## src/rtl/gift_sbox_share_sched.sv

```systemverilog
`default_nettype none
// ============================================================================
// Module   : gift_sbox_share_sched
// Brief    : Nibble/stage scheduler for the 3-share masked GIFT S-box pipeline,
//            stalling the whole datapath while randomness is unavailable.
// Revision : 1.0
// ============================================================================
module gift_sbox_share_sched #(
   parameter int NIBBLES = 16,
   parameter int STAGES  = 4
) (
   input  logic              clk,
   input  logic              rst,
   input  logic              start,
   input  logic              rnd_valid,
   output logic              rnd_take,
   output logic              busy,
   output logic              done,
   output logic [3:0]        sb_in_sel,
   output logic [STAGES-1:0] sb_en,
   output logic              sb_out_we,
   output logic [3:0]        sb_out_sel
);

   typedef enum logic [1:0] {
      IDLE  = 2'd0,
      RUN   = 2'd1,
      DRAIN = 2'd2
   } state_t;

   localparam logic [4:0] C_NIB      = 5'(NIBBLES);
   localparam logic [4:0] C_LAST_ISS = 5'(NIBBLES - 1);
   localparam logic [3:0] C_LAST_WB  = 4'(NIBBLES - 1);

   state_t            r_state;
   logic [4:0]        r_iss;
   logic [3:0]        r_wb;
   logic [STAGES-1:0] r_v;

   logic w_adv;
   logic w_issue;
   logic w_write;

   // A stalled cycle freezes every stage so shares never slide across stages.
   assign w_adv   = busy & rnd_valid;
   assign w_issue = w_adv & (r_iss < C_NIB);
   assign w_write = w_adv & r_v[STAGES-1];

   always_comb begin
      sb_en    = '0;
      sb_en[0] = w_issue;
      for (int k = 1; k < STAGES; k++) begin
         sb_en[k] = w_adv & r_v[k-1];
      end
   end

   assign rnd_take   = w_adv;
   assign sb_in_sel  = w_issue ? r_iss[3:0] : 4'd0;
   assign sb_out_we  = w_write;
   assign sb_out_sel = w_write ? r_wb : 4'd0;

   always_ff @(posedge clk) begin
      if (rst) begin
         r_state <= IDLE;
         busy    <= 1'b0;
         done    <= 1'b0;
         r_iss   <= '0;
         r_wb    <= '0;
         r_v     <= '0;
      end else begin
         done <= 1'b0;
         case (r_state)
            IDLE: begin
               if (start) begin
                  r_state <= RUN;
                  busy    <= 1'b1;
                  r_iss   <= '0;
                  r_wb    <= '0;
                  r_v     <= '0;
               end
            end
            RUN, DRAIN: begin
               if (w_adv) begin
                  for (int k = STAGES - 1; k > 0; k--) begin
                     r_v[k] <= r_v[k-1];
                  end
                  r_v[0] <= w_issue;
                  if (w_issue) begin
                     r_iss <= r_iss + 5'd1;
                     if ((r_state == RUN) && (r_iss == C_LAST_ISS)) begin
                        r_state <= DRAIN;
                     end
                  end
                  if (w_write) begin
                     if ((r_state == DRAIN) && (r_wb == C_LAST_WB)) begin
                        r_state <= IDLE;
                        busy    <= 1'b0;
                        done    <= 1'b1;
                     end else begin
                        r_wb <= r_wb + 4'd1;
                     end
                  end
               end
            end
            default: begin
               r_state <= IDLE;
               busy    <= 1'b0;
            end
         endcase
      end
   end

endmodule
`default_nettype wire

```

## config.mk

```make
export PLATFORM = sky130hd
export DESIGN_NAME = gift_sbox_share_sched
export DESIGN_NICKNAME = d
export VERILOG_FILES = /design/src/rtl/gift_sbox_share_sched.sv
export SDC_FILE = /design/constraint.sdc
export NUM_CORES = 1
export LEC_CHECK = 0
export CORE_MARGIN = 2
export CORE_UTILIZATION = 49
export DETAILED_ROUTE_END_ITERATION = 10
export PLACE_DENSITY_LB_ADDON = 0.1
export SLEW_MARGIN = 15
export SYNTH_ARGS = -nofsm -noshare
export SYNTH_HDL_FRONTEND = slang
export SYNTH_SLANG_ARGS = --single-unit
```

## constraint.sdc

```tcl
create_clock -name clk -period 1.85 [get_ports clk]
set_input_delay 0.555 -clock clk [delete_from_list [all_inputs] [get_ports clk]]
set_output_delay 0.555 -clock clk [all_outputs]
set_load 0.01 [all_outputs]
```

==> results, run 1 <==
- The pin count of the biggest net entering global routing is 12.
- The sort of element at the end of the critical path is an output pin.
- The routed via count divided by cell count is around 5.4.
- Setup repair after global routing left no endpoint under its margin.
- The area of all placed cells without fillers is about 1300 um2.
- In this run the cell area measured after placement is 1310 um2.
- The via count is 963.
- Summed over all layers, the global routing overflow is 0.
- IR analysis of the VDD net gives a maximum drop of 0.433 mV.
- The non-filler instance count after layout is 180.
- The initialized floorplan defines 15 standard-cell rows.
- The worst endpoint data arrival time is 1.27 ns.
- The end of the worst register-to-register path is r_iss[2].
- The final-report hold violation count is 0.
- In the synthesized netlist the dominant register cell turns out to be sky130_fd_sc_hd__dfxtp_1.
- The effective utilization at floorplan is 0.537.
- The initial antenna violation count is 0.
- Of the total power, registers draw 0.492.
- 0 antenna diodes ended up in the layout.
- After detailed routing, the total wire length is 2370 um.
- TritonCTS built the clock tree.
- The synthesized area per cell is 8.47 um2.
- The length of the first detailed-routing pass in iterations is 4.
- The synthesized flop and latch total is 17.
- STA classifies the critical path startpoint as an input port.
- The worst max-slew margin expressed relative to the limit is 0.631.
- The proportion of synthesized flip-flops having asynchronous set or reset is 0.
- The number of remaining DRC errors is 0.
- The number of design-rule violations left by the first detailed-router iteration is 19.
- Counting tap cells, the placed design contains a total of 174 instances.
- Internal power comes to 0.555 mW.
- The final layout contains 167 nets.
- The maximum buffer depth of the clock tree is 2.
- The required time at the worst-slack endpoint is 1.29 ns.
- At the pin with the least slew margin, the transition time is 0.538 ns.
- The share of the Yosys chip area taken by registers is 0.356.
- The share of post-route cells with drive strength above 1 is 0.277.
- The number of global-route vias before repair was 906.
- In this run the power density over the cells is 586 nW/um2.
- The maximum clock skew at final layout is 0.00262 ns.
- The number of top-level pins is 20.
- Synthesis produced a netlist with a net count of between 100 and 150.
- Clock-pin slew was measured on the worst setup and hold paths at 0.10 ns.
- The number of enable flip-flop cells after synthesis is 0.
- Synthesis handed over a netlist of 113 instances.
- The depth of the CTS H-tree is 1.
- The all-layer global routing usage is 0.229.
- Adding up every negative setup slack in the final design gives 0 ns.
- The number of failing setup endpoints in the final timing report is 0.
- The global-route wire length before repair is 3720 um.
- The count of unique library cells instantiated by Yosys is 38.
- The commonest cells after synthesis are sky130_fd_sc_hd__dfxtp_1 (17), sky130_fd_sc_hd__inv_1 (9), sky130_fd_sc_hd__a21oi_1 (7), sky130_fd_sc_hd__and3_1 (7), sky130_fd_sc_hd__ha_1 (7).
- Of the total power, combinational logic draws 0.246.
- The source of the critical timing path is rnd_valid.
- The leakage dissipation is 0.619 nW.
- The switching part of the total power is 0.288.
- By instance count, the leading cell after synthesis is sky130_fd_sc_hd__dfxtp_1.
- The number of clock sinks is 17.
- Buffers inserted to repair hold after CTS numbered 0.
- The total half-perimeter wirelength after legalization and detailed placement is 1820 um.
- The floorplan step defined a die boundary enclosing 2320 um2.
- The maximum operating frequency is 549 MHz.
- The cell chosen for the clock root is sky130_fd_sc_hd__clkbuf_4.
- Counting cells, the worst reg-to-reg path comes to 6.
- The count of final max-slew check failures is 0.
- The flow ran to the end, and the final reports show no timing, DRC or antenna violations.
- The reg2reg setup slack is 0.07 ns.
- The width of the die is 48.2 um.
- The total net switching power is 0.225 mW.
- The startpoint of the lowest-slack register-to-register path is r_state[1].
- The max-cap violation count is 0.
- The tightest min-delay check is of the reg -> reg type.
- Ranked by total cell area, the synthesized netlist is headed by sky130_fd_sc_hd__dfxtp_1 (36%), sky130_fd_sc_hd__ha_1 (9.2%), sky130_fd_sc_hd__and3_1 (4.6%).
- The clock network power share is 0.263.
- The capturing instance or port of the critical path is sb_en[1].
- Of all nets on the critical path, the largest fanout is 4.
- Routability-driven placement finished with a final weighted congestion of ~0.82.
- The worst path needs 1.82 ns of the cycle, external delays included.
- The height of the die is between 40 and 50 um.
- The biggest area contributor in the post-synthesis netlist is sky130_fd_sc_hd__dfxtp_1.
- By startpoint and endpoint, the worst setup path is classified as in -> out.
- The clock latency on the worst-skew pair is roughly 0.3 ns.
- Summing every instance area after synthesis gives 957 um2.
- The final period utilization is 0.984.
- The number of I/O port buffers is 19.
- The core outline area is 1780 um2.
- The area share of the largest cell type after synthesis is 0.356.
- Clock tree synthesis inserted a total of 3 buffers.
- During synthesis, Yosys emitted a total of 0 warnings.
- The growth of design area from synthesis to finish is 39.0%.
- The detail route stage leaves a number of antenna-violating nets equal to 0.
- The detail-routed net length per standard cell is 13.2 um.
cells in the final DEF, fill, tap and decap left out, drive strengths merged, types with 3 or more instances in the layout:
| cell | netlist | final |
|---|---|---|
| buf | 2 | 23 |
| dfxtp | 17 | 17 |
| clkdlybuf4s15 | 0 | 4 |
| o21ai | 6 | 6 |
| nand2 | 6 | 6 |
| clkdlybuf4s50 | 0 | 3 |
| a21oi | 8 | 8 |
| and2 | 4 | 4 |
| or3 | 3 | 3 |
| ha | 7 | 7 |
| a22oi | 4 | 4 |
| nand3 | 3 | 3 |
| inv | 10 | 10 |
| dlygate4sd2 | 0 | 7 |
| nand3b | 4 | 4 |
| nor2 | 6 | 6 |
| and3 | 7 | 7 |
| clkbuf | 1 | 8 |
worst min-delay path by stage:
stage	from	endpoint	slack, ns	depth (start not counted)
finish	r_wb[3]	r_wb[3]	0.51	2
global route	r_state[0]	r_state[0]	0.54	1
CTS	r_wb[3]	r_wb[3]	0.51	2
detailed placement	r_v[0]	r_v[0]	0.50	2
global placement	r_v[0]	r_v[0]	0.47	2
floorplan	r_v[0]	r_v[0]	0.46	2
state kept, by name, indices dropped and copies added, names as in the netlist:
signal / flops
busy: 1
done: 1
r_iss: 5
r_state: 2
r_v: 4
r_wb: 4
cell type report:
cell class | count | area [um2]
multi-input cells | 83 | 566
clock buffers | 4 | 26.3
repair buffers | 41 | 323
well taps | 25 | 31.3
fillers | 138 | 453
flip-flops and latches | 17 | 347
inverters | 10 | 37.5
cell families after synthesis:
group           synth area share
flops                      0.356
buf+inv                   0.0562
mux                       0.0327
xor+xnor                 0.00915
compound gates             0.199
simple gates               0.256
fa+ha+maj                 0.0915
stage by stage:
step,util,power (mW),hold slack (ns),setup slack (ns)
floorplan,-,0.479,0.458,0.180
global placement,0.736,0.573,0.474,-0.713
detailed placement,0.736,0.578,0.496,-0.738
CTS,0.751,0.781,0.512,0.00626
global route,0.746,0.815,0.543,0.000806
finish,0.746,0.780,0.506,0.0289
worst max-delay path, cell delays in order:
cell	delay (ns)
sky130_fd_sc_hd__buf_2	0.13
sky130_fd_sc_hd__buf_4	0.14
sky130_fd_sc_hd__and3_1	0.17
sky130_fd_sc_hd__dlygate4sd2_1	0.28
power by group through the flow:
stage	Clock [mW]	Combinational, mW	Sequential [mW]
floorplan	0	0.0884	0.391
global placement	0	0.184	0.389
detailed placement	0	0.188	0.390
CTS	0.209	0.189	0.383
global route	0.221	0.208	0.385
finish	0.205	0.192	0.383
metal layers:
metal,vias to the layer above,GRT usage,share of wire
met2,19,0.392,0.49
met1,451,0.275,0.46
met3,5,0.0704,0.047
met4,0,0.0649,0.0089
li1,488,-,-
met5,-,0,0
what timing repair did:
action | in CTS | in global routing
gates resized for setup | 25 | 13
endpoints found under the setup margin | 15 | 9
buffers inserted | 2 | 0
Power figures use the tool's default switching activity.
==> inputs of run 2 (changes only) <==
--- a/config.mk
+++ b/config.mk
@@ -6,8 +6,9 @@
 export NUM_CORES = 1
 export LEC_CHECK = 0
 export CORE_MARGIN = 2
-export CORE_UTILIZATION = 49
+export CORE_UTILIZATION = 52
 export DETAILED_ROUTE_END_ITERATION = 10
+export GPL_ROUTABILITY_DRIVEN = 0
 export PLACE_DENSITY_LB_ADDON = 0.1
 export SLEW_MARGIN = 15
 export SYNTH_ARGS = -nofsm -noshare
==> constraint.sdc (replaced) <==
create_clock -name clk -period 2.1 [get_ports clk]
set_input_delay 0.63 -clock clk [delete_from_list [all_inputs] [get_ports clk]]
set_output_delay 0.63 -clock clk [all_outputs]
set_load 0.01 [all_outputs]
==> run 2 against run 1 <==
Effect of this change:
- critical path depth did not move
- non-clock buffer count fell by 6
- clock-buffer cell count fell by 1
- wire length rose by 0.72%
- via count rose by 1.5%
- global-route usage rose by 0.83 points
- sequential power fell by 11%
- sequential share of layout area rose by 0.12 points
- clock skew fell by 0.0019 ns
- clock power fell by 13%
- largest power group unchanged
- highest routed layer unchanged
==> results, run 2 (synthesis gave the netlist of run 1 again) <==
- The number of placement rows is 15 (unchanged).
- The antenna cell count is 0 (unchanged).
- The effective utilization at floorplan is 0.554 (+0.0175).
- The number of top-level pins is 20 (unchanged).
- For the finished layout, the period the worst path requires is 2.08 ns.
- The maximum clock skew at final layout is 0.000706 ns (-0.00191 ns).
- The share of post-route cells with drive strength above 1 is 0.208 (-0.0694).
- The number of flip-flops in the largest register came to 5 (unchanged).
- The reg2reg setup slack is 0.23 ns (+0.16 ns).
- By startpoint and endpoint, the worst setup path is classified as in -> out.
- The worst max-slew margin expressed relative to the limit is 0.634 (+0.00218).
- The number of cells on the worst reg-to-reg path is 7 (+1).
- The run finished with clean final reports.
- The end of the worst register-to-register path is r_wb[3].
- The worst setup path is launched from an input port.
- On the critical path the largest part of the delay comes from buffers and inverters.
- Clock tree synthesis selected as its root buffer the cell sky130_fd_sc_hd__clkbuf_4.
- The depth of the CTS H-tree is 1 (unchanged).
- The core outline area is 1730 um2 (-3.2%).
- In the layout the commonest cells are sky130_fd_sc_hd__dfxtp_1 (16), sky130_fd_sc_hd__buf_4 (16), sky130_fd_sc_hd__inv_1 (8), sky130_fd_sc_hd__dlygate4sd2_1 (8).
- The number of I/O port buffers is 19 (unchanged).
- The hold buffer count at CTS is 0 (unchanged).
- The length of the first detailed-routing pass in iterations came to 4 (unchanged).
- The final-report hold violation count is 0 (unchanged).
- The worst endpoint data arrival time is 1.45 ns (+0.18 ns).
- The required time at the worst-slack endpoint is 1.47 ns (+0.18 ns).
- The highest fanout seen on the critical path is 4 (unchanged).
- The number of inserted filler cells in the final layout came to 143 (+3.6%).
- The detail-routed net length per standard cell is 13.7 um (+4.2%).
- Setup repair after global routing left no endpoint under its margin.
- The worst setup slack after layout came to 0.0213 ns (-0.00756 ns).
- The global-route wire length before repair is 3700 um (-0.56%).
- Relative to the synthesized area, the layout overhead comes to 36.3%.
- The minimum setup slack after placement came to -0.639 ns (+0.0983 ns).
- The logic depth of the worst setup path including buffers came to 4 (unchanged).
- The critical path's slowest cell is sky130_fd_sc_hd__dlygate4sd2_1.
- The die area is 2200 um2 (-5.3%).
- The width of the die is 46.9 um (-2.7%).
- The clock-pin slew of the registers on the worst-case setup and hold paths is 0.10 ns (about the same).
- The transition at the pin with the smallest max-transition slack is 0.534 ns (-0.00318 ns).
- The number of clock sinks is 17 (unchanged).
- The top register by number of flip-flops is r_iss.
- The count of buffering cells on the critical path with inverters included was 3 (unchanged).
- The tightest min-delay check is of the reg -> reg type.
- The all-layer global routing usage is 0.237 (+0.00827).
- The total instance count after detailed placement is 169 (-2.9%).
- The leakage dissipation came to 0.596 nW (-3.7%).
- The critical path goes through clkdlybuf4s15_2 > buf_4 > and3_1 > dlygate4sd2_1.
- The number of failing setup endpoints in the final timing report is 0 (unchanged).
- The number of nets with antenna violations after routing is 0 (unchanged).
- The number of remaining DRC errors came to 0 (unchanged).
- The clock latency on the worst-skew pair is 0.29 ns (about the same).
- The total detailed-routing wirelength came to 2390 um (+0.72%).
- The initial antenna violation count is 0 (unchanged).
- The pin count of the biggest net entering global routing was 13 (+1).
- The cell depth of the worst min-delay path is 2 (unchanged).
- The total half-perimeter wirelength after legalization and detailed placement is 1770 um (-2.7%).
- The number of global-route vias before repair came to 868 (-4.2%).
- The total CTS buffers is 3 (unchanged).
- The peak supply drop is 0.466 mV (+7.5%).
- The non-filler instance count after layout came to 174 (-3.3%).
- The maximum buffer depth of the clock tree was 2 (unchanged).
- The maximum single-stage delay on the critical path is 0.28 ns (about the same).
- The final period utilization is 0.990.
- The areal power density over the cells was 517 nW/um2 (-12%).
- The count of final max-slew check failures is 0 (unchanged).
- The largest registers in the layout are r_iss (5), r_v (4), r_wb (4).
- The capturing instance or port of the critical path is sb_en[1].
- The routed via count divided by cell count is 5.61 (+5.0%).
- The via count is 977 (+1.5%).
- The max-cap violation count is 0 (unchanged).
- The CTS tree is built.
- Tracing the worst setup path back leads to its startpoint at rnd_valid.
- The number of design-rule violations left by the first detailed-router iteration is 24 (+5).
- The sort of element at the end of the critical path is an output pin.
- The total chip power is 0.675 mW (-14%).
- The number of nets in the final layout is 161 (-3.6%).
- The remaining global-route overflow is 0 (unchanged).
- Derived from the worst setup path, the maximum achievable clock frequency is 481 MHz.
- The startpoint identified for the worst register-to-register timing path is r_state[0].
- The height of the die was 46.9 um (-2.7%).
run 2: changes by cell type in the layout (fill, tap and decap cells not counted):
cell	previous run	this run
sky130_fd_sc_hd__buf_4	22	16
sky130_fd_sc_hd__clkbuf_2	4	0
sky130_fd_sc_hd__clkdlybuf4s15_1	3	6
sky130_fd_sc_hd__dfxtp_1	14	16
sky130_fd_sc_hd__buf_2	1	0
sky130_fd_sc_hd__clkbuf_1	1	0
sky130_fd_sc_hd__clkdlybuf4s50_1	3	4
sky130_fd_sc_hd__clkinv_2	0	1
sky130_fd_sc_hd__dfxtp_2	2	1
sky130_fd_sc_hd__dfxtp_4	1	0
sky130_fd_sc_hd__dlygate4sd2_1	7	8
run 2: timing repair:
item | 4_1_cts | 5_1_grt
buffers inserted | 1 | 0
pin swaps | 0 | 1
cloned | 0 | 0
endpoints found under the setup margin | 14 | 8
gates resized for setup | 19 | 7
run 2: worst min-delay path by stage:
stage | slack [ns] | endpoint | startpoint
finish | 0.50 | r_v[0] | r_v[0]
global route | 0.52 | r_v[0] | r_v[0]
CTS | 0.50 | r_v[0] | r_v[0]
detailed placement | 0.48 | r_v[0] | r_v[0]
global placement | 0.47 | r_v[0] | r_v[0]
floorplan | 0.46 | r_v[0] | r_v[0]
run 2: worst min-delay path, delay by kind of cell (launching register included):
kind | cells | cell delay (ns)
flops | 1 | 0.33
simple gates | 2 | 0.13
run 2: layer usage:
metal / share of wire / up-vias / global-route usage
met2: 0.45 / 34 / 0.353
met4: 0.036 / 0 / 0.156
met3: 0.037 / 10 / 0.0385
li1: - / 478 / -
met5: 0 / - / 0
met1: 0.47 / 455 / 0.315
run 2: report_power, final:
| part | total (mW) | switching, mW | leakage, nW | internal [mW] |
|---|---|---|---|---|
| Sequential | 0.339 | 0.00938 | 0.138 | 0.329 |
| Clock | 0.178 | 0.107 | 0.0177 | 0.0709 |
| Combinational | 0.158 | 0.0814 | 0.441 | 0.0762 |
run 2: metrics by stage:
step           TNS, ns  hold WS, ns  cell area, um2  utilization
2_1_floorplan        0        0.458             957            -
3_3_place_gp     -7.63        0.471            1270        0.738
3_5_place_dp     -8.42        0.483            1270        0.738
4_1_cts              0        0.502            1300        0.751
5_1_grt              0        0.522            1310        0.756
6_report             0        0.497            1310        0.756
run 2: area by class of cell:
| cell class | count | area (um2) | share of cell area |
|---|---|---|---|
| Clock buffer | 3 | 22.5 | 0.0173 |
| Clock inverter | 1 | 5.00 | 0.00384 |
| Inverter | 10 | 37.5 | 0.0288 |
| Multi-Input combinational cell | 83 | 566 | 0.433 |
| Sequential cell | 17 | 342 | 0.262 |
| Tap cell | 25 | 31.3 | 0.0240 |
| Timing Repair Buffer | 35 | 302 | 0.231 |
